### src/rtl/map_rom.sv
// map_rom: note-to-display character ROM.
// Maps a 6-bit semitone index (0..63) to two registered 9-bit character-LCD
// words: the note letter and the octave digit. Bit 8 of each word is RS_BIT.
// Optional feature macro: MAP_ROM_SHARP_EN. When it is defined, sharps are
// shown as an upper-case letter followed by '#' instead of a lower-case
// letter followed by the octave digit.
module map_rom #(
  parameter logic RS_BIT      = 1'b1,
  parameter int   BASE_OCTAVE = 0
) (
  input  logic       clk,
  input  logic       rst_n,
  input  logic [5:0] note_idx,
  output logic [8:0] left_char,
  output logic [8:0] right_char
);

  localparam logic [7:0] ASCII_SPACE = 8'h20;
  localparam logic [7:0] ASCII_SHARP = 8'h23;
  localparam logic [7:0] DIGIT_BASE  = 8'(8'h30 + BASE_OCTAVE);

  logic [3:0] semitone;
  logic [2:0] octave;
  logic [7:0] letter;
  logic [7:0] natural_letter;
  logic       is_sharp;
  logic [7:0] digit;
  logic [8:0] left_next;
  logic [8:0] right_next;

  // Explicit 64-entry table splitting the index into semitone and octave
  always_comb begin
    semitone = 4'd0;
    octave   = 3'd0;
    case (note_idx)
      6'd0:  begin semitone = 4'd0;  octave = 3'd0; end
      6'd1:  begin semitone = 4'd1;  octave = 3'd0; end
      6'd2:  begin semitone = 4'd2;  octave = 3'd0; end
      6'd3:  begin semitone = 4'd3;  octave = 3'd0; end
      6'd4:  begin semitone = 4'd4;  octave = 3'd0; end
      6'd5:  begin semitone = 4'd5;  octave = 3'd0; end
      6'd6:  begin semitone = 4'd6;  octave = 3'd0; end
      6'd7:  begin semitone = 4'd7;  octave = 3'd0; end
      6'd8:  begin semitone = 4'd8;  octave = 3'd0; end
      6'd9:  begin semitone = 4'd9;  octave = 3'd0; end
      6'd10: begin semitone = 4'd10; octave = 3'd0; end
      6'd11: begin semitone = 4'd11; octave = 3'd0; end
      6'd12: begin semitone = 4'd0;  octave = 3'd1; end
      6'd13: begin semitone = 4'd1;  octave = 3'd1; end
      6'd14: begin semitone = 4'd2;  octave = 3'd1; end
      6'd15: begin semitone = 4'd3;  octave = 3'd1; end
      6'd16: begin semitone = 4'd4;  octave = 3'd1; end
      6'd17: begin semitone = 4'd5;  octave = 3'd1; end
      6'd18: begin semitone = 4'd6;  octave = 3'd1; end
      6'd19: begin semitone = 4'd7;  octave = 3'd1; end
      6'd20: begin semitone = 4'd8;  octave = 3'd1; end
      6'd21: begin semitone = 4'd9;  octave = 3'd1; end
      6'd22: begin semitone = 4'd10; octave = 3'd1; end
      6'd23: begin semitone = 4'd11; octave = 3'd1; end
      6'd24: begin semitone = 4'd0;  octave = 3'd2; end
      6'd25: begin semitone = 4'd1;  octave = 3'd2; end
      6'd26: begin semitone = 4'd2;  octave = 3'd2; end
      6'd27: begin semitone = 4'd3;  octave = 3'd2; end
      6'd28: begin semitone = 4'd4;  octave = 3'd2; end
      6'd29: begin semitone = 4'd5;  octave = 3'd2; end
      6'd30: begin semitone = 4'd6;  octave = 3'd2; end
      6'd31: begin semitone = 4'd7;  octave = 3'd2; end
      6'd32: begin semitone = 4'd8;  octave = 3'd2; end
      6'd33: begin semitone = 4'd9;  octave = 3'd2; end
      6'd34: begin semitone = 4'd10; octave = 3'd2; end
      6'd35: begin semitone = 4'd11; octave = 3'd2; end
      6'd36: begin semitone = 4'd0;  octave = 3'd3; end
      6'd37: begin semitone = 4'd1;  octave = 3'd3; end
      6'd38: begin semitone = 4'd2;  octave = 3'd3; end
      6'd39: begin semitone = 4'd3;  octave = 3'd3; end
      6'd40: begin semitone = 4'd4;  octave = 3'd3; end
      6'd41: begin semitone = 4'd5;  octave = 3'd3; end
      6'd42: begin semitone = 4'd6;  octave = 3'd3; end
      6'd43: begin semitone = 4'd7;  octave = 3'd3; end
      6'd44: begin semitone = 4'd8;  octave = 3'd3; end
      6'd45: begin semitone = 4'd9;  octave = 3'd3; end
      6'd46: begin semitone = 4'd10; octave = 3'd3; end
      6'd47: begin semitone = 4'd11; octave = 3'd3; end
      6'd48: begin semitone = 4'd0;  octave = 3'd4; end
      6'd49: begin semitone = 4'd1;  octave = 3'd4; end
      6'd50: begin semitone = 4'd2;  octave = 3'd4; end
      6'd51: begin semitone = 4'd3;  octave = 3'd4; end
      6'd52: begin semitone = 4'd4;  octave = 3'd4; end
      6'd53: begin semitone = 4'd5;  octave = 3'd4; end
      6'd54: begin semitone = 4'd6;  octave = 3'd4; end
      6'd55: begin semitone = 4'd7;  octave = 3'd4; end
      6'd56: begin semitone = 4'd8;  octave = 3'd4; end
      6'd57: begin semitone = 4'd9;  octave = 3'd4; end
      6'd58: begin semitone = 4'd10; octave = 3'd4; end
      6'd59: begin semitone = 4'd11; octave = 3'd4; end
      6'd60: begin semitone = 4'd0;  octave = 3'd5; end
      6'd61: begin semitone = 4'd1;  octave = 3'd5; end
      6'd62: begin semitone = 4'd2;  octave = 3'd5; end
      6'd63: begin semitone = 4'd3;  octave = 3'd5; end
      default: begin semitone = 4'd0; octave = 3'd0; end
    endcase
  end

  // Letter lookup: lower case marks a sharp; natural_letter is the note below
  always_comb begin
    letter         = "C";
    natural_letter = "C";
    is_sharp       = 1'b0;
    case (semitone)
      4'd0:  begin letter = "C"; natural_letter = "C"; is_sharp = 1'b0; end
      4'd1:  begin letter = "c"; natural_letter = "C"; is_sharp = 1'b1; end
      4'd2:  begin letter = "D"; natural_letter = "D"; is_sharp = 1'b0; end
      4'd3:  begin letter = "d"; natural_letter = "D"; is_sharp = 1'b1; end
      4'd4:  begin letter = "E"; natural_letter = "E"; is_sharp = 1'b0; end
      4'd5:  begin letter = "F"; natural_letter = "F"; is_sharp = 1'b0; end
      4'd6:  begin letter = "f"; natural_letter = "F"; is_sharp = 1'b1; end
      4'd7:  begin letter = "G"; natural_letter = "G"; is_sharp = 1'b0; end
      4'd8:  begin letter = "g"; natural_letter = "G"; is_sharp = 1'b1; end
      4'd9:  begin letter = "A"; natural_letter = "A"; is_sharp = 1'b0; end
      4'd10: begin letter = "a"; natural_letter = "A"; is_sharp = 1'b1; end
      4'd11: begin letter = "B"; natural_letter = "B"; is_sharp = 1'b0; end
      default: begin letter = "C"; natural_letter = "C"; is_sharp = 1'b0; end
    endcase
  end

  // Assemble the next display words; the sharp-sign variant hides the octave
  always_comb begin
    digit      = DIGIT_BASE + {5'd0, octave};
    left_next  = {RS_BIT, letter};
    right_next = {RS_BIT, digit};
`ifdef MAP_ROM_SHARP_EN
    if (is_sharp) begin
      left_next  = {RS_BIT, natural_letter};
      right_next = {RS_BIT, ASCII_SHARP};
    end
`else
    if (is_sharp && (natural_letter == ASCII_SPACE)) begin
      left_next = {RS_BIT, ASCII_SPACE};
    end
`endif
  end

  // Output registers; reset shows blanks so the LCD never sees garbage
  always_ff @(posedge clk or negedge rst_n) begin
    if (!rst_n) begin
      left_char  <= {RS_BIT, ASCII_SPACE};
      right_char <= {RS_BIT, ASCII_SPACE};
    end else begin
      left_char  <= left_next;
      right_char <= right_next;
    end
  end

endmodule

### config.mk
export PLATFORM = sky130hd
export DESIGN_NAME = map_rom
export DESIGN_NICKNAME = d
export VERILOG_FILES = /design/src/rtl/map_rom.sv
export SDC_FILE = /design/constraint.sdc
export NUM_CORES = 1
export LEC_CHECK = 0
export CAP_MARGIN = 20
export CELL_PAD_IN_SITES_DETAIL_PLACEMENT = 2
export CELL_PAD_IN_SITES_GLOBAL_PLACEMENT = 2
export CORE_UTILIZATION = 26
export CTS_CLUSTER_SIZE = 25
export DETAILED_ROUTE_END_ITERATION = 10
export HOLD_SLACK_MARGIN = 0.02
export PLACE_DENSITY = 0.9
export REMOVE_ABC_BUFFERS = 1
export SETUP_SLACK_MARGIN = 0.1
export SYNTH_ARGS = -nofsm -noshare
export SYNTH_HDL_FRONTEND = slang
export SYNTH_SLANG_ARGS = --single-unit
export TNS_END_PERCENT = 5
### constraint.sdc
create_clock -name clk -period 0.9 [get_ports clk]
set_clock_uncertainty 0.1 [all_clocks]
set_input_delay 0.135 -clock clk [delete_from_list [all_inputs] [get_ports clk]]
set_output_delay 0.135 -clock clk [all_outputs]
set_load 0.01 [all_outputs]
-- Word-level counts from Yosys, hierarchy flattened
Memories as Yosys holds them, arrays and structs flattened.
Index checks and enable logic that the tools add are counted.
- order comparisons: 0
- $mul: 0
- multiplexer cells: 1
- eq/ne operators: 1
- bitwise operators: 0
- add/sub/neg operators: 1
- shift operators: 0
- reductions and logical operators: 1
- div/mod/pow operators: 0
- operators by type and width (cell ; count):
    $eq A8 B6 Y1 const B ; 1
    $mux W8 ; 1
    $add A6 B3 Y7 const A ; 1
    $logic_and A1 B1 Y1 ; 1
- memories: 2
- RAM bits: 0
- input port bits: 8
- output and inout port bits: 18
- bits in latches: 0
- flip-flop bits (word level): 17
- word-level logic and storage cells: 8
- memory bits (read-only): 576
- memories (name ; depth ; width ; rd ports ; clocked after Yosys merged registers in ; write ports ; line ; text):
    (no name shown) ; 64 ; 7 ; 1 ; 0 ; 0 ; 35 ; case (note_idx)
    (no name shown) ; 16 ; 8 ; 1 ; 0 ; 0 ; 109 ; case (semitone)

-- Logic depth before layout (Yosys ltp)
An unclocked memory read counts as a cell.
- depth in word-level cells: 5
- gate-level depth with buffers: 7
- mapped depth without buffers: 6

-- Worst setup path before layout
Ideal clock, no wire load.
- path kind: input to register
- from: input port note_idx[2]
- to: register left_char[2]
- required time: 675 ps
- slack: -671 ps
- arrival time: 1346 ps
- path buffers: 0
- stages: 6
- setup time: 125 ps
- cells stage by stage: inv_1 ha_1 nor2b_1 a21o_1 a21oi_2 mux2_2
- cells in the longest elaborated chain, start to end: 5
- ends and longest elaborated chain (what ; line ; text):
    start, declared ; 13 ; input logic [5:0] note_idx,
    $mem_v2 Z64 W7 * ; - ;
    $mem_v2 Z16 W8 * ; - ;
    $eq A8 B6 Y1 ; 137 ; if (is_sharp && (natural_letter == ASCII_SPACE)) begin
    $logic_and A1 B1 Y1 ; 137 ;
    $mux W8 * ; 137 ;
    named net left_next[2] ; 28 ; logic [8:0] left_next;
    end signal, assigned ; 146 ; left_char <= {RS_BIT, ASCII_SPACE};
    end signal, assigned ; 149 ; left_char <= left_next;
    end, declared ; 14 ; output logic [8:0] left_char,
The timed path passes the listed nets; every way through them passes the cells marked *.

-- Worst setup path after layout
- from: input port note_idx[3]
- to: register left_char[2]
Same word-level chain as after synthesis.

==> impl_metrics.toml <==
[run_status]
status = "complete, but fails checks"
violations = "DRC, setup timing"

[drt]
firstDrtPassIters = 9
vias = 828
viasPerCell = 5.02
drc = 3
wire_per_inst_um = 20.8
wl_um = 3430
ant_nets = 0
drtIter0Drc = 8

[synth]
yosysWarnings = 0
synth.area.mux_share_pct = 5.40
ys_ff_latch = 8
synth-adder-area-share_pct = 13.9
synth_top_family_by_area = "compound AO/OA/AOI/OAI gates"
syn_area_per_cell_um2 = 8.63
ys_seq_area_share_pct = 24.8
synth_cells = 94
syn_area_um2 = 811
synth_compound_area_share_pct = 22.5
synthXorXnorAreaFrac_pct = 1.08
synth-simple-area-share_pct = 14.8
synth_cell_types = 31

[floorplan]
fp.dieW_um = 57.8
core_um2 = 2850
start_util_pct = 28.4
die_h_um = 57.8
dieArea_um2 = 3350
io_pins = 26
rows = 19

[cells_and_area]
finalNetCount = 152
fin_area_um2 = 1320
insertedDiodeCount = 0
n_fill_cell = 330
drive_gt1_share_pct = 55.2
area_growth_pct = 62.3
utilization_pct = 46.1

[sta]
rsz0062_at_grt = "yes"
setup_ws_ps = -412
whs_ps = 97.2
min_period_ps = 1310
finalCritPeriodShare_pct = 146
max_freq_mhz = 762
slew_violations = 0
hold_viol = 0
setup_viol = 14

[clock_network]
path_clk_slew_ps = 60
holdBufCountCts = 0
cts_inserted_buffers = 3
tritoncts = "done"
htreeDepth = 1
clockBufferDepth = 2
cts_root_buf = "clkbuf_4"
clkSinkCount = 8

[grt]
grt_usage_pct = 21.5
gr-total-overflow = 0
antenna_found_initial = 0
grt_max_degree = 10
grt_pass1_vias = 970
grt_pass1_wl_um = 5120

[power_and_ir_drop]
leakage_nw = 0.614
peakVddDrop_mv = 0.271
power_density_nw_per_um2 = 1060

[setup_path]
start_kind = "input port"
cp.buffers_inverters = 3
slowest_delay_ps = 350
worstPathRequired_ps = 950
crit_arrival_ps = 1360
critPathSlowestCell = "a211oi_4"
crit_family = "compound AO/OA/AOI/OAI gates"
cp_num_cells = 7
crit_path_end_kind = "flop"
cp_max_fo = 6
worstSetupPathType = "input port to flop"
path_cells = "buf_8, inv_8, ha_4, buf_6, a211oi_4, nor3b_2, mux2_4"

[job]
maxCapViolations = 0

[placed_design]
dpl_cell_area_um2 = 1100
place_hpwl_um = 2270
gp_congestion = 0.876
port_buffers = 16
dpl_worst_slack_ps = -1250

[worst_hold_path]
hold_path_class = "input port to async pin"
[registers in the layout (all words and copies together), names as in the netlist]
signal / count
left_char: 4
right_char: 4
[worst max-delay path by stage]
stage	start	end	slack (ps)
after detailed placement	note_idx[2]	left_char[2]	-1250
after floorplan	note_idx[2]	left_char[2]	-670
after global placement	note_idx[2]	left_char[2]	-1110
after CTS	note_idx[2]	left_char[1]	-380
final	note_idx[3]	left_char[2]	-410
after global routing	note_idx[2]	left_char[5]	-420
[placed cells by master, fill, tap and decap left out, types with 3 or more instances in the layout]
cell and instances:
conb_1 10, nand2_1 3, buf_4 20, o21ai_1 5
ha_4 4, buf_8 3, a21oi_1 4, dlygate4sd2_1 3
buf_2 9, ha_1 4, nor2_1 3, dfrtp_1 7
clkbuf_4 3, inv_2 3, buf_6 6, nand3_1 4
[layout make-up]
type / instances / area (um^2) / share of cell area [%]
clock buffers: 4 / 26.3 / 2.00
multi-input cells: 72 / 642 / 48.8
repair buffers: 43 / 364 / 27.7
inverters: 7 / 43.8 / 3.33
flip-flops and latches: 8 / 201 / 15.3
well taps: 31 / 38.8 / 2.95
[where the power goes]
| part | internal, mW | total, mW | switching (mW) |
|---|---|---|---|
| logic | 0.319 | 0.664 | 0.345 |
| registers | 0.404 | 0.416 | 0.0115 |
| clock network | 0.171 | 0.318 | 0.147 |
[cell usage after synthesis]
cell type	number	share of area [%]
inv_2	1	0.46
a22oi_1	1	0.93
clkbuf_1	1	0.46
ha_1	9	14
a211o_1	2	2.2
a211oi_2	2	3.1
a21o_1	1	0.93
and2_4	2	2.2
mux2i_1	1	1.2
conb_1	2	0.93
mux2_2	3	4.2
nor3b_1	3	2.8
a21oi_1	5	3.1
a32oi_1	1	1.1
buf_6	1	1.4
a21oi_2	1	1.1
nor2_1	5	2.3
inv_1	6	2.8
dfstp_2	1	3.2
nand2_1	4	1.9
nor2b_1	2	1.5
xnor2_1	1	1.1
a221o_1	1	1.2
buf_4	11	10
a22o_1	2	2.2
o21ai_0	8	4.9
and3b_1	1	1.1
nand3_1	5	3.1
dfrtp_1	7	22
o211ai_1	2	1.9
buf_2	2	1.2
[layer usage]
layer | vias up | wire [um] | track usage (%)
met1 | 413 | 1230 | 19.9
met4 | 0 | 94 | 13.6
met3 | 7 | 96 | 1.79
li1 | 382 | - | -
met2 | 26 | 2010 | 43.8
met5 | - | 0 | 0
[per-stage QoR]
step	TNS (ps)	total power, mW	std cells
finish	-2600	1.40	165
global route	-2920	1.46	165
CTS	-2540	1.34	164
detailed placement	-8100	0.947	156
global placement	-7030	0.903	156
floorplan	-1850	0.643	87
[timing repair]
action,in CTS,in global routing
resized for setup,95,16
cloned,0,0
buffers inserted,4,1
setup endpoints to repair,16,15
pin swaps,13,8
[logic make-up after synthesis]
| group | after synthesis |
|---|---|
| AO/OA/AOI/OAI | 26 |
| multiplexers | 4 |
| other | 2 |
| adder cells (fa/ha/maj) | 9 |
| flip-flops | 8 |
| XOR/XNOR | 1 |
| AND/OR/NAND/NOR | 22 |
| buffers and inverters | 22 |
(Power assumes the default switching activity.)
